[src/rtl/dmp_periph_pkg.sv]
// Shared types and helpers for the DMP peripheral-port initiator.
package dmp_periph_pkg;

  typedef enum logic [1:0] {
    IDLE = 2'd0,
    REQ  = 2'd1,
    WAIT = 2'd2,
    RESP = 2'd3
  } state_t;

  localparam logic [1:0] SZ_B = 2'b00;
  localparam logic [1:0] SZ_H = 2'b01;
  localparam logic [1:0] SZ_W = 2'b10;

  localparam logic [31:0] APER_BASE_DEF = 32'hFF00_0000;
  localparam logic [31:0] APER_MASK_DEF = 32'hFF00_0000;

  function automatic logic [3:0] be_of(
    input logic [1:0] size,
    input logic [1:0] a
  );
    case (size)
      SZ_B:    be_of = 4'b0001 << a;
      SZ_H:    be_of = 4'b0011 << {a[1], 1'b0};
      default: be_of = 4'b1111;
    endcase
  endfunction

endpackage

[src/rtl/dmp_periph_ldalign.sv]
// Lane select / extension of read data, plus store-lane replication.
module dmp_periph_ldalign
  import dmp_periph_pkg::*;
(
  input  logic [31:0] data,
  input  logic [1:0]  off,
  input  logic [1:0]  size,
  input  logic        sext,
  output logic [31:0] aligned,
  output logic [31:0] repl
);

  logic [7:0]  bsel;
  logic [15:0] hsel;

  assign bsel = data[{off, 3'b000} +: 8];
  assign hsel = data[{off[1], 4'b0000} +: 16];

  always_comb begin
    aligned = data;
    repl    = data;
    case (size)
      SZ_B: begin
        aligned = {{24{sext & bsel[7]}}, bsel};
        repl    = {4{data[7:0]}};
      end
      SZ_H: begin
        aligned = {{16{sext & hsel[15]}}, hsel};
        repl    = {2{data[15:0]}};
      end
      default: ;
    endcase
  end

endmodule

[src/rtl/dmp_periph_initiator.sv]
// DMP master for the peripheral aperture: one load/store at a time.
// Optional response timeout enabled by DMP_PERIPH_TIMEOUT_EN.
module dmp_periph_initiator
  import dmp_periph_pkg::*;
#(
  parameter logic [31:0] APER_BASE = APER_BASE_DEF,
  parameter logic [31:0] APER_MASK = APER_MASK_DEF,
  parameter int          TAG_W     = 6,
  parameter int          TMO_CYC   = 255
) (
  input  logic             clk,
  input  logic             rst_a,
  input  logic             mc_req,
  input  logic [31:0]      mc_addr,
  input  logic [31:0]      mc_wdata,
  input  logic             mc_store,
  input  logic [1:0]       mc_size,
  input  logic             mc_sext,
  input  logic [TAG_W-1:0] mc_tag,
  output logic             mc_hit,
  output logic             mc_ack,
  output logic             mc_busy,
  output logic             p_req,
  output logic [31:0]      p_addr,
  output logic [31:0]      p_wdata,
  output logic             p_we,
  output logic [3:0]       p_be,
  input  logic             p_ldvalid,
  input  logic [31:0]      p_drd,
  input  logic             p_stall,
  output logic             ld_valid,
  output logic [31:0]      ld_data,
  output logic [TAG_W-1:0] ld_tag,
  output logic             ld_err
);

  state_t      state;
  logic [1:0]  off_q;
  logic [1:0]  size_q;
  logic        sext_q;
  logic        store_q;
  logic        idle;
  logic        done;
  logic        tmo;
  logic        tmo_fire;
  logic [31:0] al_data;
  logic [31:0] al_out;
  logic [31:0] al_rep;

  assign idle    = (state == IDLE);
  assign mc_hit  = ((mc_addr & APER_MASK) == APER_BASE);
  assign mc_ack  = mc_req & mc_hit & idle;
  assign mc_busy = ~idle;

  // One aligner: replicates store data when idle, aligns read data otherwise.
  assign al_data = idle ? mc_wdata : p_drd;

  dmp_periph_ldalign u_align (
    .data    (al_data),
    .off     (idle ? mc_addr[1:0] : off_q),
    .size    (idle ? mc_size : size_q),
    .sext    (idle ? mc_sext : sext_q),
    .aligned (al_out),
    .repl    (al_rep)
  );

  assign done = ((state == REQ) & ~p_stall) |
                ((state == WAIT) & p_ldvalid);
  assign tmo_fire = tmo & ~done;

`ifdef DMP_PERIPH_TIMEOUT_EN
  logic [7:0] cnt;
  logic       err_q;

  // Counts from REQ entry through WAIT; IDLE holds it at zero.
  assign tmo = ((state == REQ) | (state == WAIT)) &
               (cnt == 8'(TMO_CYC - 1));
  assign ld_err = err_q;

  always_ff @(posedge clk) begin
    if (rst_a) begin
      cnt   <= '0;
      err_q <= 1'b0;
    end else begin
      cnt   <= idle ? 8'd0 : cnt + 8'd1;
      err_q <= tmo_fire & ~store_q;
    end
  end
`else
  assign tmo    = 1'b0;
  assign ld_err = 1'b0;
`endif

  always_ff @(posedge clk) begin
    if (rst_a) begin
      state    <= IDLE;
      p_req    <= 1'b0;
      p_addr   <= '0;
      p_wdata  <= '0;
      p_we     <= 1'b0;
      p_be     <= '0;
      ld_valid <= 1'b0;
      ld_data  <= '0;
      ld_tag   <= '0;
      off_q    <= '0;
      size_q   <= '0;
      sext_q   <= 1'b0;
      store_q  <= 1'b0;
    end else begin
      ld_valid <= 1'b0;
      unique case (state)
        IDLE: if (mc_ack) begin
          state   <= REQ;
          p_req   <= 1'b1;
          p_addr  <= {mc_addr[31:2], 2'b00};
          p_wdata <= al_rep;
          p_we    <= mc_store;
          p_be    <= be_of(mc_size, mc_addr[1:0]);
          off_q   <= mc_addr[1:0];
          size_q  <= mc_size;
          sext_q  <= mc_sext;
          store_q <= mc_store;
          ld_tag  <= mc_tag;
        end
        REQ: if (!p_stall) begin
          p_req <= 1'b0;
          if (store_q) begin
            state <= IDLE;
          end else if (p_ldvalid) begin
            state    <= RESP;
            ld_valid <= 1'b1;
            ld_data  <= al_out;
          end else begin
            state <= WAIT;
          end
        end else if (tmo_fire) begin
          p_req <= 1'b0;
          if (store_q) begin
            state <= IDLE;
          end else begin
            state    <= RESP;
            ld_valid <= 1'b1;
            ld_data  <= '0;
          end
        end
        WAIT: if (p_ldvalid) begin
          state    <= RESP;
          ld_valid <= 1'b1;
          ld_data  <= al_out;
        end else if (tmo_fire) begin
          state    <= RESP;
          ld_valid <= 1'b1;
          ld_data  <= '0;
        end
        RESP: state <= IDLE;
      endcase
    end
  end

endmodule
[config.mk]
export PLATFORM = sky130hd
export DESIGN_NAME = dmp_periph_initiator
export DESIGN_NICKNAME = d
export VERILOG_FILES = /design/src/rtl/dmp_periph_pkg.sv /design/src/rtl/dmp_periph_ldalign.sv /design/src/rtl/dmp_periph_initiator.sv
export SDC_FILE = /design/constraint.sdc
export NUM_CORES = 1
export LEC_CHECK = 0
export ABC_AREA = 1
export BUFFER_PORTS_ARGS = -buffer_cell sky130_fd_sc_hd__buf_2
export CORE_MARGIN = 10
export CORE_UTILIZATION = 43
export CTS_BUF_LIST = sky130_fd_sc_hd__clkbuf_16
export CTS_CLUSTER_DIAMETER = 30
export DETAILED_ROUTE_END_ITERATION = 12
export GPL_TIMING_DRIVEN = 0
export MAX_ROUTING_LAYER = met4
export PLACE_DENSITY_LB_ADDON = 0.15
export RECOVER_POWER = 25
export SETUP_SLACK_MARGIN = 0.15
export SLEW_MARGIN = 10
export SYNTH_ARGS = -nofsm -noshare
export SYNTH_HDL_FRONTEND = slang
export SYNTH_SLANG_ARGS = --single-unit
export TNS_END_PERCENT = 1
[constraint.sdc]
create_clock -name clk -period 2.7 [get_ports clk]
set_clock_uncertainty 0.15 [all_clocks]
set_input_delay 0.27 -clock clk [delete_from_list [all_inputs] [get_ports clk]]
set_output_delay 0.27 -clock clk [all_outputs]
set_load 0.1 [all_outputs]
# Word-level counts from Yosys, hierarchy flattened
# Index checks and enable logic that the tools add are counted.
# word_totals
regBits,114
wordCells,64
# op_classes
eq_ne,10
shift,4
muxes,24
n_bitwise,5
reduce_logical,9
# op_table
operator,n
$pmux W32 S2,3
$mux W32,4
$shiftx A32 B6 Y16,1
$shiftx A32 B6 Y8,1
$mux W2,6
$reduce_and A3 Y1,3
$eq A8 B8 Y1 const B,1
$ne A2 B2 Y1 const B,4
$pmux W2 S4,1
$pmux W4 S2,1
$mux W1,7
$eq A2 B1 Y1 const B,3
$logic_not A2 Y1,3
$and A1 B1 Y1,4
$eq A2 B2 Y1 const B,2
$pmux W1 S2,2
$reduce_bool A2 Y1,2
$shl A1 B2 Y4 const A,1
$shl A2 B2 Y4 const A,1
$reduce_and A2 Y1,1
$not A1 Y1,1

# Longest topological paths before layout
# Gate-level depths: netlist of run 1.
# depth
ltp_word,9
mapped_depth,13
depth_no_buf,11

# Modules after synthesis
# Synthesis of run 1 repeated with hierarchy kept, for this count alone.
# unflattened
cells_unflattened,856
hier_area_um2,5595.4
# by_module_without_submodules
module,instances,cells_per_inst,area_per_inst_um2
dmp_periph_initiator,1,647,4555.6
dmp_periph_ldalign,1,209,1039.7

# Least setup slack after synthesis of run 1
# OpenSTA, ideal clock, no wires.
# synth_path
path_kind,input to output
from,in mc_addr[27]
to,out mc_hit
t_arrival_ps,2531
required_ps,2280
slack_ps,-251
path_stages,4
path_cell_list,nand2_1 > nor2_1 > inv_1 > nor3_1
# synth_via
elab_chain_len,1
# synth_rtl
item,line_no,source
from (decl),dmp_periph_initiator.sv:14,"input logic [31:0] mc_addr,"
$eq A8 B8 Y1,dmp_periph_initiator.sv:51,assign mc_hit = ((mc_addr & APER_MASK) == APER_BASE);
to (decl),dmp_periph_initiator.sv:20,"output logic mc_hit,"
# No other way between the ends.

# Worst setup path after layout of run 1
# layout_path
from,reg state[0]
to,out mc_busy
# layout_via
elab_chain_len,2
# layout_rtl
item,line_no,source
from (decl),dmp_periph_initiator.sv:37,state_t state;
from (signal assigned),dmp_periph_initiator.sv:96,state <= IDLE;
from (signal assigned),dmp_periph_initiator.sv:113,state <= REQ;
from (signal assigned),dmp_periph_initiator.sv:128,state <= IDLE;
$logic_not A2 Y1,dmp_periph_initiator.sv:50,assign idle = (state == IDLE);
$not A1 Y1,dmp_periph_initiator.sv:53,assign mc_busy = ~idle;
to (decl),dmp_periph_initiator.sv:22,"output logic mc_busy,"
# No other way between the ends.

==> flow_summary.yaml, run 1 <==
layout:
  n_antenna_cell: 0
  area_delta_synth_final_pct: 39.9
  layout_commonest_cell: "buf_2"
  final_layout_size_suffix_gt1_share_pct: 22.8
  nets: 1188
  final_cell_mix: "buf_2 (176), nand2_1 (157), nor2_1 (153)"
flow_run:
  cap_violations: 0
critical_path:
  start_kind: "flop"
  crit_fanout: 10
  cp.arrival_ns: 1.99
  crit_path_end_kind: "output pin"
  required_ns: 2.28
  crit_type: "reg -> out"
yosys:
  yosysWarnings: 0
  syn_inst: 801
  synth_cell_type_count: 32
  syn_area_mm2: 0.00551
  synth_top_area_cell: "dfxtp_1"
  yosys.area.top_type_share_pct: 41.4
  ys_seq_area_share_pct: 41.4
  syn_avg_cell_area_um2: 6.88
  synthTopCellsByArea: "dfxtp_1 (41%), nand2_1 (11%), nor2_1 (10%)"
  synth-seq-cells: 114
sta:
  setup_viol: 0
  fmax_ghz: 0.415
  rsz0062_at_grt: "no"
  setup-tns-final_ns: 0
  hold_viol: 0
  period_needed_ns: 2.41
  max_slew_margin_pct: 16.5
  whs_ns: 0.0261
  fin_crit_sh_pct: 89.3
  tightest_slew_ns: 1.26
  drv_slew: 0
hold_path:
  hold_class: "in -> reg"
global_route:
  grt_usage_pct: 23.5
  grt_max_degree: 17
  gr-total-overflow: 0
  grt_pass1_vias: 6206
  grt_pass1_wl_um: 32500
  antenna_found_initial: 0
power:
  powerDensity_mw_per_mm2: 905
  p_leak_nw: 3.66
  ir_drop_mv: 0.454
clock_tree:
  insertion_delay_ns: 0.41
  clockRootBuffer: "clkbuf_16"
  cts_tree: "built"
  htree_num_levels: 4
  clock_path_buffers: 2
  clock_sinks: 114
  cts_setup_buffers: 0
  clk_pin_slew_worst_paths_ns: 0.05
  cts_buffers: 17
die:
  floorplan.core_area_mm2: 0.0126
  die_y_um: 133
  die_w_um: 133
  fp-row-count: 41
  start_util_pct: 43.9
  die_area_mm2: 0.0178
  num_io_pins: 224
route:
  wl_um: 20900
  post_drt_wl_per_cell_um: 16.6
  drt_iter0_markers: 441
  first_pass_iters: 5
  dr_total_vias: 6294
  vias_per_cell: 5.00
  detail-route-antenna-nets: 0
  drc: 0
run_status:
  outcome: "finished, final reports clean"
place:
  io_buffers: 219
  place.detailed.hpwl_um: 15900
  gp_congestion: 0.955
## routing by layer
| layer | vias to the layer above | global-route usage, % | share of wire (%) |
|---|---|---|---|
| met5 | - | - | 0 |
| met4 | 0 | 8.59 | 2.4 |
| met3 | 38 | 7.03 | 7.9 |
| met2 | 263 | 37.0 | 46 |
| met1 | 2835 | 27.9 | 44 |
| li1 | 3158 | - | - |
## sequential cells by signal, indices dropped and copies added (netlist names), named ones only
name	cells
size_q	2
off_q	2
p_be	4
sext_q	1
state	1
store_q	1
p_wdata	32
p_req	1
ld_data	32
ld_tag	6
p_addr	30
ld_valid	1
## critical path, stage by stage, from the launching register on
cell and delay (ns):
dfxtp_2 0.38, inv_1 0.08, ha_1 0.21, inv_1 0.16, buf_6 0.18, buf_2 0.30
buf_6 0.27
## area by class of cell
class                           count  area, µm²
Sequential cell                   114       2280
Buffer                             53        285
Tap cell                          172        215
Multi-Input combinational cell    588       2800
Inverter                           48        180
Timing Repair Buffer              252       1380
Clock buffer                       17        425
Clock inverter                     15        150
Fill cell                        1224       4850
## path summary, 6_finish.rpt
path	start	to	slack, ns	cells after the start
worst min register to register	p_addr[29]$_SDFFE_PP0P_	p_addr[29]$_SDFFE_PP0P_	0.31	2
worst max register to register	state[0]$_SDFFE_PP0P_	p_wdata[8]$_SDFFE_PP0P_	0.37	10
worst min-delay path	p_ldvalid	ld_valid$_SDFF_PP0_	0.03	3
worst max-delay path	state[0]$_SDFFE_PP0P_	mc_busy	0.29	6
## metrics by stage
stage          setup WS, ns  cells  instance area (µm²)  util [%]  total power, mW
3_5_place_dp          0.200   1194                 6840      54.4             4.73
2_1_floorplan         0.501    803                 5530         -             4.03
6_report              0.289   1259                 7710      61.4             6.98
5_1_grt               0.190   1259                 7710      61.4             7.32
4_1_cts              0.0769   1259                 7760      61.7             6.97
3_3_place_gp          0.188   1194                 6840      54.4             4.72
## where the power goes
group          internal [mW]  switching, mW
Clock                   1.42          0.773
Sequential              1.80         0.0607
Combinational          0.690           2.24
## synthesized netlist by cell type
cell type	instances
a211oi_1	2
a21oi_1	85
a21oi_2	1
a21oi_4	10
buf_1	1
buf_12	1
buf_2	16
buf_4	6
buf_6	2
clkbuf_1	27
conb_1	1
dfxtp_1	114
ha_1	3
inv_1	40
inv_2	8
nand2_1	157
nand2_2	4
nand2_4	1
nand3_1	18
nand3_2	2
nand4_1	5
nor2_1	153
nor2_2	2
nor3_1	2
o211ai_1	9
o21a_1	8
o21ai_0	77
o21ai_1	31
o22ai_1	7
or2_0	1
or2_1	6
or2_2	1
## repair_timing
item | 4_1_cts | 5_1_grt
endpoints found under the hold margin | 33 | 0
endpoints found under the setup margin | 2 | 4
resized for setup | 5 | 7
hold buffers | 33 | 0
## cell families after synthesis
logic type | count (synthesis) | synth area share, %
and+or+nand+nor | 352 | 25.6
other | 1 | 0.0680
DFF | 114 | 41.4
buffers and inverters | 101 | 8.21
adders and majority gates | 3 | 0.681
AOI/OAI and AO/OA | 230 | 24.0
Note: power is estimated with default switching activity, not from simulation.
==> inputs of run 2 (changes only) <==
Settings changed: SYNTH_HIERARCHICAL from default to 1.
==> flow_summary.yaml, run 2 <==
critical_path:
  max_stage_delay_ns: 0.33
  required_ns: 2.85
  rr_worst_depth: 16
  cp.arrival_ns: 2.61
  crit_path_end_kind: "flop"
  path_cells: "inv_2, ha_4, buf_8, inv_8, buf_12, o21ai_4, inv_2, nand2_4, inv_2, buf_2, nand2_1, o21ai_1, inv_1, nand2_1, o21ai_0, nor2_1"
  crit_type: "reg -> reg"
  crit_path_frequent_cell: "inv_2"
  worst_path_max_delay_cell: "dfxtp_2"
  r2r-end: "p_wdata[31]$_SDFFE_PP0P_"
  start_kind: "flop"
  cp-endpoint: "p_wdata[31]$_SDFFE_PP0P_"
  reg2reg_slack_ns: 0.24
  crit_fanout: 10
sta:
  tightest_slew_ns: 1.27
  hold_viol: 0
  setup_slack_ns: 0.239
  setup_viol: 0
  drv_slew: 0
  fmax_ghz: 0.406
  max_slew_margin_pct: 15.6
  rsz0062_at_grt: "no"
  fin_crit_sh_pct: 91.2
  period_needed_ns: 2.46
yosys:
  synth-seq-cells: 114
  ys_seq_area_share_pct: 40.8
  synthTopCellsByArea: "dfxtp_1 (41%), nand2_1 (15%), nor2_1 (14%)"
  synth_top_area_cell: "dfxtp_1"
  yosysMostFrequentCell: "nand2_1"
  synthArstFlopShare_pct: 0
  syn_avg_cell_area_um2: 6.54
  synth-edff-count: 0
  yosysWarnings: 6
  synth_cell_type_count: 32
  syn_area_mm2: 0.00560
  ys_top_cells_by_count: "nand2_1 (218), nor2_1 (215), o21ai_0 (121)"
  yosys.area.top_type_share_pct: 40.8
  ys.flop_type: "dfxtp_1"
  syn_inst: 856
route:
  post_drt_wl_per_cell_um: 15.7
  drt_iter0_markers: 508
  wl_um: 20900
  vias_per_cell: 4.89
  first_pass_iters: 5
  routed.top_layer: "met4"
  detail-route-antenna-nets: 0
  dr_total_vias: 6505
  dr_wl_met2_um: 9780
  wl_met1_um: 9080
  met3_wirelength_um: 1520
  drc: 0
clock_tree:
  cts_buffers: 17
  clock_sinks: 114
  clockRootBuffer: "clkbuf_16"
  clk_pin_slew_worst_paths_ns: 0.05
  insertion_delay_ns: 0.42
  cts_tree: "built"
  htree_num_levels: 4
  clock_path_buffers: 2
place:
  place.detailed.hpwl_um: 15900
  placed_area_mm2: 0.00692
  placed_cells: 1249
  io_buffers: 219
  preCtsSetupSlack_ns: -1.04
  gp_congestion: 0.977
die:
  floorplan.core_area_mm2: 0.0127
  num_io_pins: 224
  fp-row-count: 41
  die_w_um: 134
  start_util_pct: 44.2
  die_area_mm2: 0.0180
  die_y_um: 134
layout:
  seq_area_mm2: 0.00228
  final_cell_mix: "nand2_1 (218), nor2_1 (215), buf_2 (173)"
  reg_top3: "ld_data x32, p_wdata x32, p_addr x30"
  final_area_mm2: 0.00804
  layout_commonest_cell: "nand2_1"
  nets: 1259
  fillers: 1263
  multi_input_area_mm2: 0.00289
  area_delta_synth_final_pct: 43.7
  final_layout_size_suffix_gt1_share_pct: 25.3
  final_cells: 1329
global_route:
  grt_usage_pct: 23.0
  grt_pass1_wl_um: 31900
  grt_pass1_vias: 6200
  antenna_found_initial: 1
  grt_max_degree: 17
  gr-total-overflow: 0
power:
  power_mw: 7.13
  ir_drop_mv: 0.418
  p_leak_nw: 3.91
  powerDensity_mw_per_mm2: 887
flow_run:
  cap_violations: 0
hold_path:
  hold_class: "in -> reg"
run_status:
  outcome: "finished, final reports clean"
==> run 2: cell count changes in the layout (fill, tap and decap cells not counted), sizes merged, moves of 2 or more <==
cell | previous run | this run
nor2 | 155 | 219
or2 | 8 | 0
o211ai | 9 | 2
nand3 | 20 | 34
nand2 | 162 | 226
clkinvlp | 2 | 0
o21ai | 108 | 124
a21oi | 96 | 9
buf | 190 | 213
nor3 | 2 | 0
nand4 | 5 | 8
o21a | 8 | 0
inv | 50 | 46
==> run 2: metrics by stage <==
stage	setup TNS, ns	hold slack, ns	util (%)
after CTS	0	0.0134	62.6
after global placement	-44.17	0.293	54.6
after floorplan	-9.24	0.258	-
final	0	0.0183	63.5
after detailed placement	-44.13	0.304	54.6
after global routing	0	0.0813	63.5
==> run 2: repair_timing <==
item | 4_1_cts | 5_1_grt
resized for setup | 32 | 40
endpoints found under the setup margin | 58 | 49
cloned | 0 | 1
setup buffers | 3 | 11
hold buffers | 34 | 0
pin swaps | 1 | 5
hold endpoints to repair | 36 | 0
==> run 2: layer usage <==
| layer | vias to the layer above | global-route usage, % |
|---|---|---|
| li1 | 3288 | - |
| met1 | 2933 | 27.4 |
| met2 | 245 | 36.7 |
| met3 | 39 | 5.71 |
| met4 | 0 | 9.49 |
| met5 | - | - |
==> run 2: final cells by class <==
| type | count | area share (%) |
|---|---|---|
| multi-input cells | 637 | 35.9 |
| flip-flops and latches | 114 | 28.4 |
| repair buffers | 268 | 18.5 |
| clock buffers | 17 | 5.29 |
| plain buffers | 62 | 4.84 |
| well taps | 172 | 2.68 |
| inverters | 45 | 2.24 |
| clock inverters | 13 | 2.10 |
| diodes | 1 | 0.0311 |
==> run 2: kinds of logic after synthesis <==
logic type | count (synthesis) | synth area share [%]
buffers and inverters | 107 | 9.12
adder cells (fa/ha/maj) | 3 | 0.671
AO/OA/AOI/OAI | 143 | 13.1
flip-flops | 114 | 40.8
AND/OR/NAND/NOR | 488 | 36.3
other | 1 | 0.0670
==> run 2: worst min-delay path by stage <==
| stage | cells after the start | startpoint | end | slack (ns) |
|---|---|---|---|---|
| floorplan | 2 | p_ldvalid | ld_valid$_SDFF_PP0_ | 0.26 |
| global placement | 2 | p_addr[31]$_SDFFE_PP0P_ | p_addr[31]$_SDFFE_PP0P_ | 0.29 |
| detailed placement | 2 | p_addr[31]$_SDFFE_PP0P_ | p_addr[31]$_SDFFE_PP0P_ | 0.30 |
| CTS | 3 | mc_addr[0] | off_q[0]$_SDFFE_PP0P_ | 0.01 |
| global route | 4 | p_stall | ld_valid$_SDFF_PP0_ | 0.08 |
| finish | 3 | mc_addr[0] | off_q[0]$_SDFFE_PP0P_ | 0.02 |
==> run 2: power by group <==
part / internal, mW / leakage [nW] / switching [mW]
registers: 1.79 / 0.919 / 0.0541
clock network: 1.52 / 0.299 / 0.777
logic: 0.821 / 2.69 / 2.17
total: 4.13 / 3.91 / 3.00
==> run 2: worst max-delay path: cells and delay by family, from the launching register on <==
kind / cells / cell delay (ns)
buffers and inverters: 8 / 0.88
flip-flops: 1 / 0.33
AO/OA/AOI/OAI: 3 / 0.49
adder cells (fa/ha/maj): 1 / 0.15
AND/OR/NAND/NOR: 4 / 0.34
